<file path="src/rtl/mem_access_ctrl_pkg.sv">
// Shared definitions for the memory access controller: FSM state encodings and default geometry.
// The default sizes are kept in step with memory_unit and its bench.
package mem_access_ctrl_pkg;

   localparam int MEMSIZE_DEF    = 16;
   localparam int WORDSIZE_DEF   = 4;
   localparam int LEN_W_DEF      = 4;
   localparam int RD_LATENCY_DEF = 1;

   typedef enum logic [2:0] {
      IDLE  = 3'd0,
      WRITE = 3'd1,
      READ  = 3'd2,
      WAIT  = 3'd3,
      RESP  = 3'd4
   } state_t;

endpackage

</file>
<file path="src/rtl/mem_rd_delay.sv">
// Read-latency down-counter: start loads RD_LATENCY-2, done is high once it reaches zero.
// Gives RD_LATENCY-1 cycles of WAIT after the read strobe cycle; no backpressure.
module mem_rd_delay #(
   parameter int RD_LATENCY = 1
) (
   input  logic clk,
   input  logic rst_n,
   input  logic start,
   output logic done
);

   localparam int CW = (RD_LATENCY > 1) ? $clog2(RD_LATENCY) : 1;
   localparam logic [CW-1:0] LOAD = CW'((RD_LATENCY > 1) ? RD_LATENCY - 2 : 0);

   logic [CW-1:0] cnt;

   always_ff @(posedge clk or negedge rst_n) begin
      if (!rst_n) begin
         cnt <= '0;
      end else if (start) begin
         cnt <= LOAD;
      end else if (cnt != '0) begin
         cnt <= cnt - 1'b1;
      end
   end

   assign done = (cnt == '0);

endmodule

</file>
<file path="src/rtl/mem_access_ctrl.sv">
// Requester-side sequencer for a single-port memory: posted single-beat writes, incrementing read bursts.
// First read beat 1+RD_LATENCY cycles after acceptance; a stalled response holds the FSM, no new strobes.
module mem_access_ctrl
   import mem_access_ctrl_pkg::*;
#(
   parameter int MEMSIZE    = MEMSIZE_DEF,
   parameter int WORDSIZE   = WORDSIZE_DEF,
   parameter int LEN_W      = LEN_W_DEF,
   parameter int RD_LATENCY = RD_LATENCY_DEF
) (
   input  logic                clk,
   input  logic                rst_n,
   input  logic                req_valid,
   output logic                req_ready,
   input  logic                req_we,
   input  logic [MEMSIZE-1:0]  req_addr,
   input  logic [WORDSIZE-1:0] req_wdata,
   input  logic [LEN_W-1:0]    req_len,
   output logic                rsp_valid,
   input  logic                rsp_ready,
   output logic [WORDSIZE-1:0] rsp_rdata,
   output logic                rsp_last,
   output logic                mem_wren,
   output logic                mem_rden,
   output logic [MEMSIZE-1:0]  mem_addr,
   output logic [WORDSIZE-1:0] mem_d,
   input  logic [WORDSIZE-1:0] mem_q
);

   generate
      if (RD_LATENCY < 1 || RD_LATENCY > 8) begin : g_lat_check
         $error("mem_access_ctrl: RD_LATENCY must be in 1..8");
      end
   endgenerate

   state_t           state;
   logic [LEN_W-1:0] beat_cnt;
   logic             delay_start;
   logic             delay_done;

   assign delay_start = (state == READ);

   mem_rd_delay #(
      .RD_LATENCY(RD_LATENCY)
   ) u_rd_delay (
      .clk   (clk),
      .rst_n (rst_n),
      .start (delay_start),
      .done  (delay_done)
   );

   // mem_addr doubles as the burst address register: it only moves on acceptance or beat advance.
   always_ff @(posedge clk or negedge rst_n) begin
      if (!rst_n) begin
         state     <= IDLE;
         req_ready <= 1'b1;
         rsp_valid <= 1'b0;
         rsp_last  <= 1'b0;
         rsp_rdata <= '0;
         mem_wren  <= 1'b0;
         mem_rden  <= 1'b0;
         mem_addr  <= '0;
         mem_d     <= '0;
         beat_cnt  <= '0;
      end else begin
         case (state)
            IDLE: begin
               if (req_valid && req_ready) begin
                  req_ready <= 1'b0;
                  mem_addr  <= req_addr;
                  if (req_we) begin
                     mem_wren <= 1'b1;
                     mem_d    <= req_wdata;
                     state    <= WRITE;
                  end else begin
                     mem_rden <= 1'b1;
                     beat_cnt <= req_len;
                     state    <= READ;
                  end
               end
            end
            WRITE: begin
               mem_wren  <= 1'b0;
               req_ready <= 1'b1;
               state     <= IDLE;
            end
            READ: begin
               mem_rden <= 1'b0;
               // Single-cycle latency: data is already valid in the strobe cycle.
               if (RD_LATENCY == 1) begin
                  rsp_rdata <= mem_q;
                  rsp_valid <= 1'b1;
                  rsp_last  <= (beat_cnt == '0);
                  state     <= RESP;
               end else begin
                  state <= WAIT;
               end
            end
            WAIT: begin
               if (delay_done) begin
                  rsp_rdata <= mem_q;
                  rsp_valid <= 1'b1;
                  rsp_last  <= (beat_cnt == '0);
                  state     <= RESP;
               end
            end
            RESP: begin
               if (rsp_ready) begin
                  rsp_valid <= 1'b0;
                  if (rsp_last) begin
                     rsp_last  <= 1'b0;
                     req_ready <= 1'b1;
                     state     <= IDLE;
                  end else begin
                     beat_cnt <= beat_cnt - 1'b1;
                     mem_addr <= mem_addr + 1'b1;
                     mem_rden <= 1'b1;
                     state    <= READ;
                  end
               end
            end
            default: begin
               state <= IDLE;
            end
         endcase
      end
   end

endmodule

</file>
<file path="config.mk">
export PLATFORM = sky130hd
export DESIGN_NAME = mem_access_ctrl
export DESIGN_NICKNAME = d
export VERILOG_FILES = /design/src/rtl/mem_access_ctrl_pkg.sv /design/src/rtl/mem_rd_delay.sv /design/src/rtl/mem_access_ctrl.sv
export SDC_FILE = /design/constraint.sdc
export NUM_CORES = 1
export LEC_CHECK = 0
export ABC_AREA = 1
export BUFFER_PORTS_ARGS = -buffer_cell sky130_fd_sc_hd__buf_2
export CORE_UTILIZATION = 47
export CTS_CLUSTER_DIAMETER = 200
export CTS_CLUSTER_SIZE = 10
export DETAILED_ROUTE_END_ITERATION = 16
export HOLD_SLACK_MARGIN = 0.1
export PLACE_DENSITY = 0.76
export REMOVE_ABC_BUFFERS = 1
export SYNTH_ARGS = -nofsm -noshare
export SYNTH_HDL_FRONTEND = slang
export SYNTH_HIERARCHICAL = 1
export SYNTH_SLANG_ARGS = --single-unit
</file>
<file path="constraint.sdc">
create_clock -name clk -period 1.35 [get_ports clk]
set_clock_uncertainty 0.15 [all_clocks]
set_input_delay 0.135 -clock clk [delete_from_list [all_inputs] [get_ports clk]]
set_output_delay 0.135 -clock clk [all_outputs]
set_load 0.01 [all_outputs]
</file>
* Word-level counts from Yosys, hierarchy flattened
Index checks and enable logic that the tools add are counted.
** Operators by class
- Equal/unequal tests :: 11
- Add/sub/neg operators :: 3
- Reduce and logical (&&, ||, !) cells :: 18
- Muxes and demuxes :: 36
** Operators with widths (count)
- two-way mux 16 bit :: 3
- case mux 16 bit (2 select lines) :: 1
- two-way mux 4 bit :: 5
- adder 16 x 1 -> 16 bit (second input constant) :: 1
- case mux 4 bit (2 select lines) :: 2
- two-way mux 1 bit :: 14
- inequality test 2 bit (second input constant) :: 7
- case mux 1 bit (3 select lines) :: 4
- case mux 3 bit (4 select lines) :: 1
- AND reduction 3 bit :: 4
- AND reduction 5 bit :: 2
- two-way mux 3 bit :: 3
- nonzero test 3 bit :: 3
- AND reduction 4 bit :: 2
- == test 3 x 2 -> 1 bit (second input constant) :: 2
- nonzero test 2 bit :: 3
- zero test 4 bit :: 1
- two-way mux 2 bit :: 2
- subtractor 4 x 1 -> 4 bit (second input constant) :: 1
- == test 3 x 1 -> 1 bit (second input constant) :: 1
- == test 3 bit (second input constant) :: 1
- zero test 3 bit :: 1
- case mux 1 bit (2 select lines) :: 1
- AND reduction 2 bit :: 1
- other kinds (2) :: 2
** Word-level totals
- Bits of input ports :: 33
- Word-level logic and storage cells :: 79
- Output and inout port bits :: 29
- Bits in registers :: 37

* Logic depth before layout (Yosys ltp)
Gate-level depths: netlist (run 1).
- Depth in word-level cells :: 4
- Gate-level depth with buffers :: 9
- Mapped depth without buffers :: 9

* Cells and area by module
The synthesis (run 1) kept the hierarchy.
** By module, submodules not included
- mem_access_ctrl :: area each 2160.8 µm², instances 1, sequential area each 902.1 µm², cells an instance 310
- mem_rd_delay :: area each 11.3 µm², instances 1, sequential area each 0.0 µm², cells an instance 2

* Worst setup path after synthesis (run 1)
OpenSTA, ideal clock, no wires.
- Path type :: reg2reg
- Start point :: register state[0]
- End point :: register mem_addr[15]
- Setup time :: 116 ps
- Data required time :: 1084 ps
- Setup slack :: -138 ps
- Stages on the path, launching flop included :: 10
- Arrival time :: 1221 ps
- Path through :: dfrtp_1 > nor2_2 > nand2_1 > inv_2 > nand2_4 > nand3b_4 > buf_6 > nor2_1 > nand2_1 > nand2_1
** On the way
- Cells in the longest elaborated chain, start to end :: 3
** Ends and longest elaborated chain
- from (decl) :: line mem_access_ctrl.sv:36 : state_t state;
- from (signal assigned) :: line mem_access_ctrl.sv:55 : state <= IDLE;
- from (signal assigned) :: line mem_access_ctrl.sv:74 : state <= WRITE;
- from (signal assigned) :: line mem_access_ctrl.sv:78 : state <= READ;
- == test 3 bit / zero test 3 bit (equally long branches) :: line mem_access_ctrl.sv:66 : case (state)
- inequality test 2 bit (no line) / nonzero test 2 bit (equally long branches)
- AND reduction 4 bit (no line)
- to (signal assigned) :: line mem_access_ctrl.sv:70 : mem_addr <= req_addr;
- to (signal assigned) :: line mem_access_ctrl.sv:116 : mem_addr <= mem_addr + 1'b1;
- to (decl) :: line mem_access_ctrl.sv:25 : output logic [MEMSIZE-1:0] mem_addr,
Several ways; a longest one is shown, not always the timed one.
A chain may end at the register's enable or synchronous reset.

* Worst setup path after layout (run 1)
- Start point :: register mem_addr[1]
- End point :: register mem_addr[15]
** On the way
- Cells in the longest elaborated chain, start to end :: 4
** Ends and longest elaborated chain
- adder 16 x 1 -> 16 bit :: line mem_access_ctrl.sv:116
- two-way mux 16 bit :: line mem_access_ctrl.sv:110 : if (rsp_last) begin
- two-way mux 16 bit :: line mem_access_ctrl.sv:108 : if (rsp_ready) begin
- case mux 16 bit (2 select lines) :: line mem_access_ctrl.sv:66
No other way between the ends. The select of a mux whose other input is x is not followed.

==> out/metrics.yaml, run 1 <==
grt.busiest_layer: "met2"
drive_above_1_share_pct: 37.4
fin_util_pct: 79.8
rsz0062_at_grt: "yes"
place.gp.congestion: 0.784
cellLeakagePower_nw: 1.88
hpwl_um: 4000
crit_path_end_kind: "register"
grt_max_degree: 22
clock_sinks: 36
cts_inserted_buffers: 5
ir_drop_v: 0.00150
cp.arrival_ns: 1.69
grt_pass1_wl_um: 10600
avgViaCountPerCell: 5.01
p_total_mw: 8.74
grt.overflow.total: 0
placed_cell_area_um2: 2850
area_growth_pct: 61.4
io_pins: 62
maxSlewViolCount: 0
nNetsFinal: 492
grt_pass1_vias: 2449
cts_max_level: 2
rows: 24
dp_cells: 461
dr_total_vias: 2552
cts_tree: "done"
track_usage_pct: 26.8
whs_ns: -0.00466
final_cells: 509
report.final.setup_viol: 35
min-delay-path-class: "input pin to register"
cp-start-kind: "register"
period_share_pct: 124
min_period_ns: 1.67
violations: "hold timing, setup timing"
cts-root-buf: "clkbuf_8"
post-place-ws_ns: -0.180
met2_usage_pct: 48.1
drcViolationCount: 0
power.density_nw_per_um2: 2500
drtAntennaViolNets: 0
fmax_mhz: 598
n_fill_cell: 295
postCtsHoldBufs: 30
fin_ws_ns: -0.321
syn-mean-instance-area_um2: 6.97
clk_latency_ns: 0.29
critPathKind: "register to register"
synth_cells: 311
antennaDiodeCount: 0
wl_per_cell_um: 12.9
path_max_fanout: 4
met1_usage_pct: 33.0
die_w_um: 69.9
outcome: "finished, violations left"
grtUsageMet3_pct: 5.34
final_area_um2: 3500
die_y_um: 69.9
hold_violations: 1
io_buffers: 61
initial_core_util_pct: 49.5
cap_violations: 0
antenna_found_initial: 0
wl_um: 6580
clk_pin_slew_ns: 0.07
synth_area_um2: 2170
cp.required_ns: 1.37
yosys_warnings: 6
dieArea_um2: 4890
cts_buffer_depth: 2
drtIter0Drc: 147
drtPass1Iterations: 4
fin_tns_setup_ns: -5.46
core_area_um2: 4380
## layer usage
layer	routed length [µm]	vias to the layer above	part of all wire (%)
met1	2840	1201	43
met3	328	11	5.0
met4	99	0	1.5
met2	3320	77	50
li1	-	1263	-
met5	0	-	0
## layout by cell type (no fill, tap or decap), types with 2 or more instances in the layout
cell and n:
buf_6 8, buf_4 40, a21oi_2 2, o21ai_2 4
inv_2 7, ha_1 3, buf_2 60, a21oi_1 3
dlygate4sd3_1 30, o21ai_0 5, buf_8 2, nand3_1 18
nor2_4 4, o211ai_1 2, nor2_1 31, dfrtp_2 2
xor2_1 5, clkbuf_8 7, nand2_1 100, dfrtp_1 33
nand3_4 2, nand4_1 5, inv_1 31, nand2_2 12
o21ai_1 15, nand2_4 2, buf_12 3, nor2_2 10
## layout make-up
class                      count  area [µm²]  share of cell area (%)
tap                           52        65.1                    1.86
sequential                    36         905                    25.8
timing repair buffer         143        1080                    30.9
multi-input combinational    232        1210                    34.5
inverter                      38         143                    4.08
clock buffer                   8         100                    2.86
## final timing paths
check | from | end | slack, ns | depth (start not counted)
worst max-delay path | mem_addr[1] | mem_addr[15] | -0.32 | 8
worst min-delay path | req_valid | req_ready | -0.005 | 4
worst max register to register | mem_addr[1] | mem_addr[15] | -0.32 | 8
worst min register to register | rsp_rdata[0] | rsp_rdata[0] | 0.33 | 2
max in group asynchronous | rst_n | state[2] | 0.40 | 3
min in group asynchronous | rst_n | mem_addr[6] | 0.17 | 2
## power breakdown
group / internal [mW] / switching (mW) / leakage (nW)
clock: 0.466 / 0.400 / 0.0515
combinational: 2.72 / 3.04 / 1.38
sequential: 1.65 / 0.460 / 0.440
total: 4.84 / 3.90 / 1.88
## state kept, by name (all words and copies together), names as in the netlist
| register | cells |
|---|---|
| mem_addr | 16 |
| beat_cnt | 4 |
| mem_d | 4 |
| rsp_rdata | 4 |
| state | 3 |
| mem_rden | 1 |
| mem_wren | 1 |
| req_ready | 1 |
| rsp_last | 1 |
| rsp_valid | 1 |
## repair_timing
item                       4_1_cts  5_1_grt
gates cloned                     2        0
gates resized for setup         21       50
setup endpoints to repair       34       37
setup buffers                    4        8
pin swaps                        6       25
hold endpoints to repair        67        1
## worst max-delay path: stages, from the launching register on
cell and delay (ns):
dfrtp_1 0.37, buf_4 0.13, nand2_1 0.05, nor2_1 0.23, nand2_1 0.13, o21ai_0 0.23, nand3_1 0.11, nand2_1 0.08
nand2_1 0.08
Power figures use the tool's default switching activity.
==> run 2: changes to the inputs <==
--- a/config.mk
+++ b/config.mk
@@ -6,7 +6,8 @@
 export NUM_CORES = 1
 export LEC_CHECK = 0
 export ABC_AREA = 1
-export BUFFER_PORTS_ARGS = -buffer_cell sky130_fd_sc_hd__buf_2
+export BUFFER_PORTS_ARGS = -buffer_cell sky130_fd_sc_hd__buf_4
+export CAP_MARGIN = 5
 export CORE_UTILIZATION = 47
 export CTS_CLUSTER_DIAMETER = 200
 export CTS_CLUSTER_SIZE = 10
@@ -14,6 +15,7 @@
 export HOLD_SLACK_MARGIN = 0.1
 export PLACE_DENSITY = 0.76
 export REMOVE_ABC_BUFFERS = 1
+export SETUP_SLACK_MARGIN = 0.05
 export SYNTH_ARGS = -nofsm -noshare
 export SYNTH_HDL_FRONTEND = slang
 export SYNTH_HIERARCHICAL = 1
==> out/metrics.yaml, run 2 (synthesis gave the netlist of run 1 again) <==
final_cell_mix: "105 x nand2_1, 99 x buf_4, 34 x inv_1"
fin_ws_ns: -0.266
dieArea_um2: 4890
violations: "setup timing"
p_seq_share_pct: 23.6
min_period_ns: 1.62
cts_buffer_depth: 2
rr_worst_depth: 9
min-delay-path-class: "input pin to register"
antennaDiodeCount: 0
post-place-ws_ns: -0.222
worstReg2RegStart: "state[1]"
switching_power_mw: 3.98
die_w_um: 69.9
power.density_nw_per_um2: 2410
nNetsFinal: 499
final_area_um2: 3730
cp.required_ns: 1.38
p_total_mw: 9.01
grt.overflow.total: 0
cts-root-buf: "clkbuf_8"
intPower_mw: 5.03
largest_reg_flops: 16
track_usage_pct: 27.3
rows: 24
area_growth_pct: 72.1
wl_um: 7000
grt_pass1_vias: 2459
maxSlewViolCount: 0
fmax_mhz: 619
rr_endpoint: "mem_addr[7]"
place.gp.congestion: 0.808
die_y_um: 69.9
hold_violations: 0
drtIter0Drc: 174
cp_slowest_cell: "dfrtp_1"
drtAntennaViolNets: 0
layout_commonest_cell: "nand2_1"
critPathKind: "register to register"
report.final.setup_viol: 35
rsz0062_at_grt: "yes"
hpwl_um: 4170
clk_pin_slew_ns: 0.07
cp.arrival_ns: 1.65
postCtsHoldBufs: 30
clock_sinks: 36
clk_latency_ns: 0.30
critPathCapture: "mem_addr[7]"
cellLeakagePower_nw: 1.96
r2r_slack_ns: -0.27
slowest_delay_ns: 0.42
drive_above_1_share_pct: 38.1
drtPass1Iterations: 5
dr_total_vias: 2652
power_frac_comb_pct: 67.3
swShare_pct: 44.2
io_pins: 62
drcViolationCount: 0
path_max_fanout: 8
period_share_pct: 120
cp-start-kind: "register"
regMostFlops: "mem_addr"
antenna_found_initial: 0
grt_pass1_wl_um: 10600
wl_per_cell_um: 13.6
io_buffers: 61
final_cells: 516
ir_drop_v: 0.00139
whs_path_depth: 4
avgViaCountPerCell: 5.14
grt_max_degree: 37
crit_top_cell: "nand2_1"
dp_cells: 464
p_clk_share_pct: 9.1
core_area_um2: 4380
crit_chain: "inv_2 -> nand2_2 -> nor2_4 -> nand2_4 -> nand3b_4 -> buf_6 -> nor2_2 -> nand2_1 -> nand2_1"
cap_violations: 0
cts_tree: "done"
placed_cell_area_um2: 3030
cts_inserted_buffers: 5
initial_core_util_pct: 49.5
crit_start: "state[1]"
cts_max_level: 2
crit_path_end_kind: "register"
outcome: "finished, violations left"
==> run 2: worst min-delay path by stage <==
stage,slack (ns),end,startpoint
after floorplan,-0.31,beat_cnt[0],rst_n
after global placement,-0.03,mem_addr[2],rst_n
after detailed placement,-0.02,mem_addr[2],rst_n
after CTS,0.009,req_ready,req_valid
after global routing,0.06,req_ready,req_valid
final,0.04,req_ready,req_valid
==> run 2: repair_timing <==
item,CTS,global route
resized for setup,36,34
endpoints found under the hold margin,67,1
endpoints found under the setup margin,38,44
buffers inserted,6,8
cloned,0,1
pin swaps,9,11
==> run 2: power by group through the flow <==
stage,Combinational [mW],Clock [mW],Sequential (mW)
global route,6.59,0.871,2.18
detailed placement,4.88,0,2.07
floorplan,2.16,0,2.31
CTS,5.42,0.818,2.08
global placement,4.73,0,2.05
finish,6.07,0.819,2.12
==> run 2: routing by layer <==
layer  GRT usage (%)  vias up  routed length, µm  share of wire (%)
met5               0        -                  0                  0
met4            9.78        0                200                2.9
met3            5.48       22                399                5.7
met2            50.9      125               3690                 53
met1            30.4     1234               2710                 39
li1                -     1271                  -                  -
==> run 2: area by class of cell <==
type / count / area, µm²
Timing Repair Buffer: 151 / 1320
Inverter: 38 / 145
Clock buffer: 8 / 90.1
Sequential cell: 36 / 905
Multi-Input combinational cell: 231 / 1210
Fill cell: 244 / 652
Tap cell: 52 / 65.1
==> run 2: through the flow <==
stage	TNS [ns]	util (%)	hold slack, ns
after global placement	-3.37	69.1	-0.0256
after detailed placement	-5.03	69.1	-0.0233
after CTS	-3.15	81.4	0.00944
after global routing	-8.28	85.1	0.0647
after floorplan	-14.12	-	-0.311
final	-5.20	85.1	0.0353
==> run 2: worst max-delay path, delay by kind of cell, from the launching register on <==
family | cells | cell delay [ns]
buffers and inverters | 2 | 0.23
flip-flops | 1 | 0.42
AND/OR/NAND/NOR | 7 | 0.71
==> run 3: changes to the inputs <==
--- a/config.mk
+++ b/config.mk
@@ -16,6 +16,7 @@
 export PLACE_DENSITY = 0.76
 export REMOVE_ABC_BUFFERS = 1
 export SETUP_SLACK_MARGIN = 0.05
+export SKIP_CTS_REPAIR_TIMING = 1
 export SYNTH_ARGS = -nofsm -noshare
 export SYNTH_HDL_FRONTEND = slang
 export SYNTH_HIERARCHICAL = 1
==> out/metrics.yaml, run 3 (synthesis gave the netlist of run 1 again) <==
outcome: "finished, violations left"
violations: "setup timing"
dieArea_um2: 4890
nNetsFinal: 490
avgViaCountPerCell: 5.08
grt_pass1_wl_um: 9230
cts_tree: "done"
dr_total_vias: 2576
cts_inserted_buffers: 5
fmax_mhz: 605
power.density_nw_per_um2: 2430
cts_buffer_depth: 2
hpwl_um: 4170
placed_cell_area_um2: 3030
p_seq_share_pct: 24.3
rows: 24
drive_above_1_share_pct: 36.0
antennaDiodeCount: 0
cap_violations: 0
die_y_um: 69.9
clock_sinks: 36
critPathCapture: "mem_addr[6]"
ir_drop_v: 0.00140
report.final.setup_viol: 35
cellLeakagePower_nw: 1.92
die_w_um: 69.9
switching_power_mw: 3.87
grt_pass1_vias: 2242
critPathKind: "register to register"
initial_core_util_pct: 49.5
period_share_pct: 122
largest_reg_flops: 16
wl_met1_um: 2630
grt_max_degree: 37
drtPass1Iterations: 4
place.gp.congestion: 0.808
fin_util_pct: 83.0
cp.arrival_ns: 1.69
worstReg2RegStart: "state[0]"
min_period_ns: 1.65
io_buffers: 61
wl_met2_um: 3560
p_clk_share_pct: 9.3
drtAntennaViolNets: 0
swShare_pct: 43.9
maxSlewViolCount: 0
drcViolationCount: 0
fin_ws_ns: -0.302
cp.required_ns: 1.39
highest_layer: "met4"
wl_met3_um: 356
rr_endpoint: "mem_addr[6]"
intPower_mw: 4.96
crit_start: "state[0]"
regMostFlops: "mem_addr"
final_cell_mix: "105 x nand2_1, 95 x buf_4, 33 x inv_1"
antenna_found_initial: 0
clk_pin_slew_ns: 0.08
core_area_um2: 4380
hold_violations: 0
final_area_um2: 3640
rsz0062_at_grt: "yes"
n_fill_cell: 265
wl_per_cell_um: 13.2
rr_worst_depth: 9
drtIter0Drc: 123
power_frac_comb_pct: 66.4
grt.overflow.total: 0
path_max_fanout: 6
track_usage_pct: 23.6
layout_commonest_cell: "nand2_1"
min-delay-path-class: "input pin to register"
cp-start-kind: "register"
io_pins: 62
wl_um: 6690
cts-root-buf: "clkbuf_8"
cts_max_level: 2
crit_path_end_kind: "register"
r2r_slack_ns: -0.30
area_growth_pct: 67.7
clk_latency_ns: 0.30
[run 3: cell types whose count changed in the layout (fill, tap and decap cells not counted), sizes merged]
cell	before	now
clkbuf	8	9
nor2	44	45
buf	121	112
dlygate4sd3	30	29
nand3	21	20
[run 3: worst min path at each step]
stage	start	end	slack, ns	depth (start not counted)
after floorplan	rst_n	beat_cnt[0]	-0.31	0
after global placement	rst_n	mem_addr[2]	-0.03	1
after detailed placement	rst_n	mem_addr[2]	-0.02	1
after CTS	rst_n	mem_addr[14]	-0.34	1
after global routing	req_valid	req_ready	0.04	4
final	req_valid	req_ready	0.009	4
[run 3: through the flow]
step | setup slack (ns) | power, mW | TNS (ns) | hold WS [ns] | std cells
after floorplan | -0.620 | 4.46 | -14.12 | -0.311 | 304
after global placement | -0.161 | 6.78 | -3.37 | -0.0256 | 464
after detailed placement | -0.222 | 6.96 | -5.03 | -0.0233 | 464
after CTS | -0.252 | 7.79 | -5.56 | -0.343 | 472
after global routing | -0.391 | 9.45 | -8.53 | 0.0437 | 507
final | -0.302 | 8.83 | -5.49 | 0.00939 | 507
[run 3: area by class of cell]
class | instances | area (µm²) | area share [%]
Timing Repair Buffer | 142 | 1250 | 34.3
Sequential cell | 36 | 907 | 24.9
Tap cell | 52 | 65.1 | 1.79
Multi-Input combinational cell | 231 | 1180 | 32.5
Clock buffer | 8 | 90.1 | 2.48
Inverter | 38 | 145 | 3.99
[run 3: power by group through the flow]
stage	combinational, mW	sequential [mW]	clock (mW)
floorplan	2.16	2.31	0
global route	6.39	2.20	0.860
global placement	4.73	2.05	0
finish	5.86	2.15	0.822
detailed placement	4.88	2.07	0
CTS	4.91	2.06	0.818
[run 3: per-layer routing]
layer	vias to the layer above	GRT usage, %
li1	1255	-
met1	1191	26.7
met2	111	42.8
met3	19	5.19
met4	0	9.56
met5	-	0
[run 3: critical path, cell delays in order (launching register included)]
cell	delay, ns
dfrtp_2	0.45
inv_2	0.08
nand2_2	0.06
nor2_4	0.16
nand2_4	0.10
nand3b_4	0.18
buf_12	0.15
nor2_1	0.04
o21ai_1	0.09
nand2_1	0.07
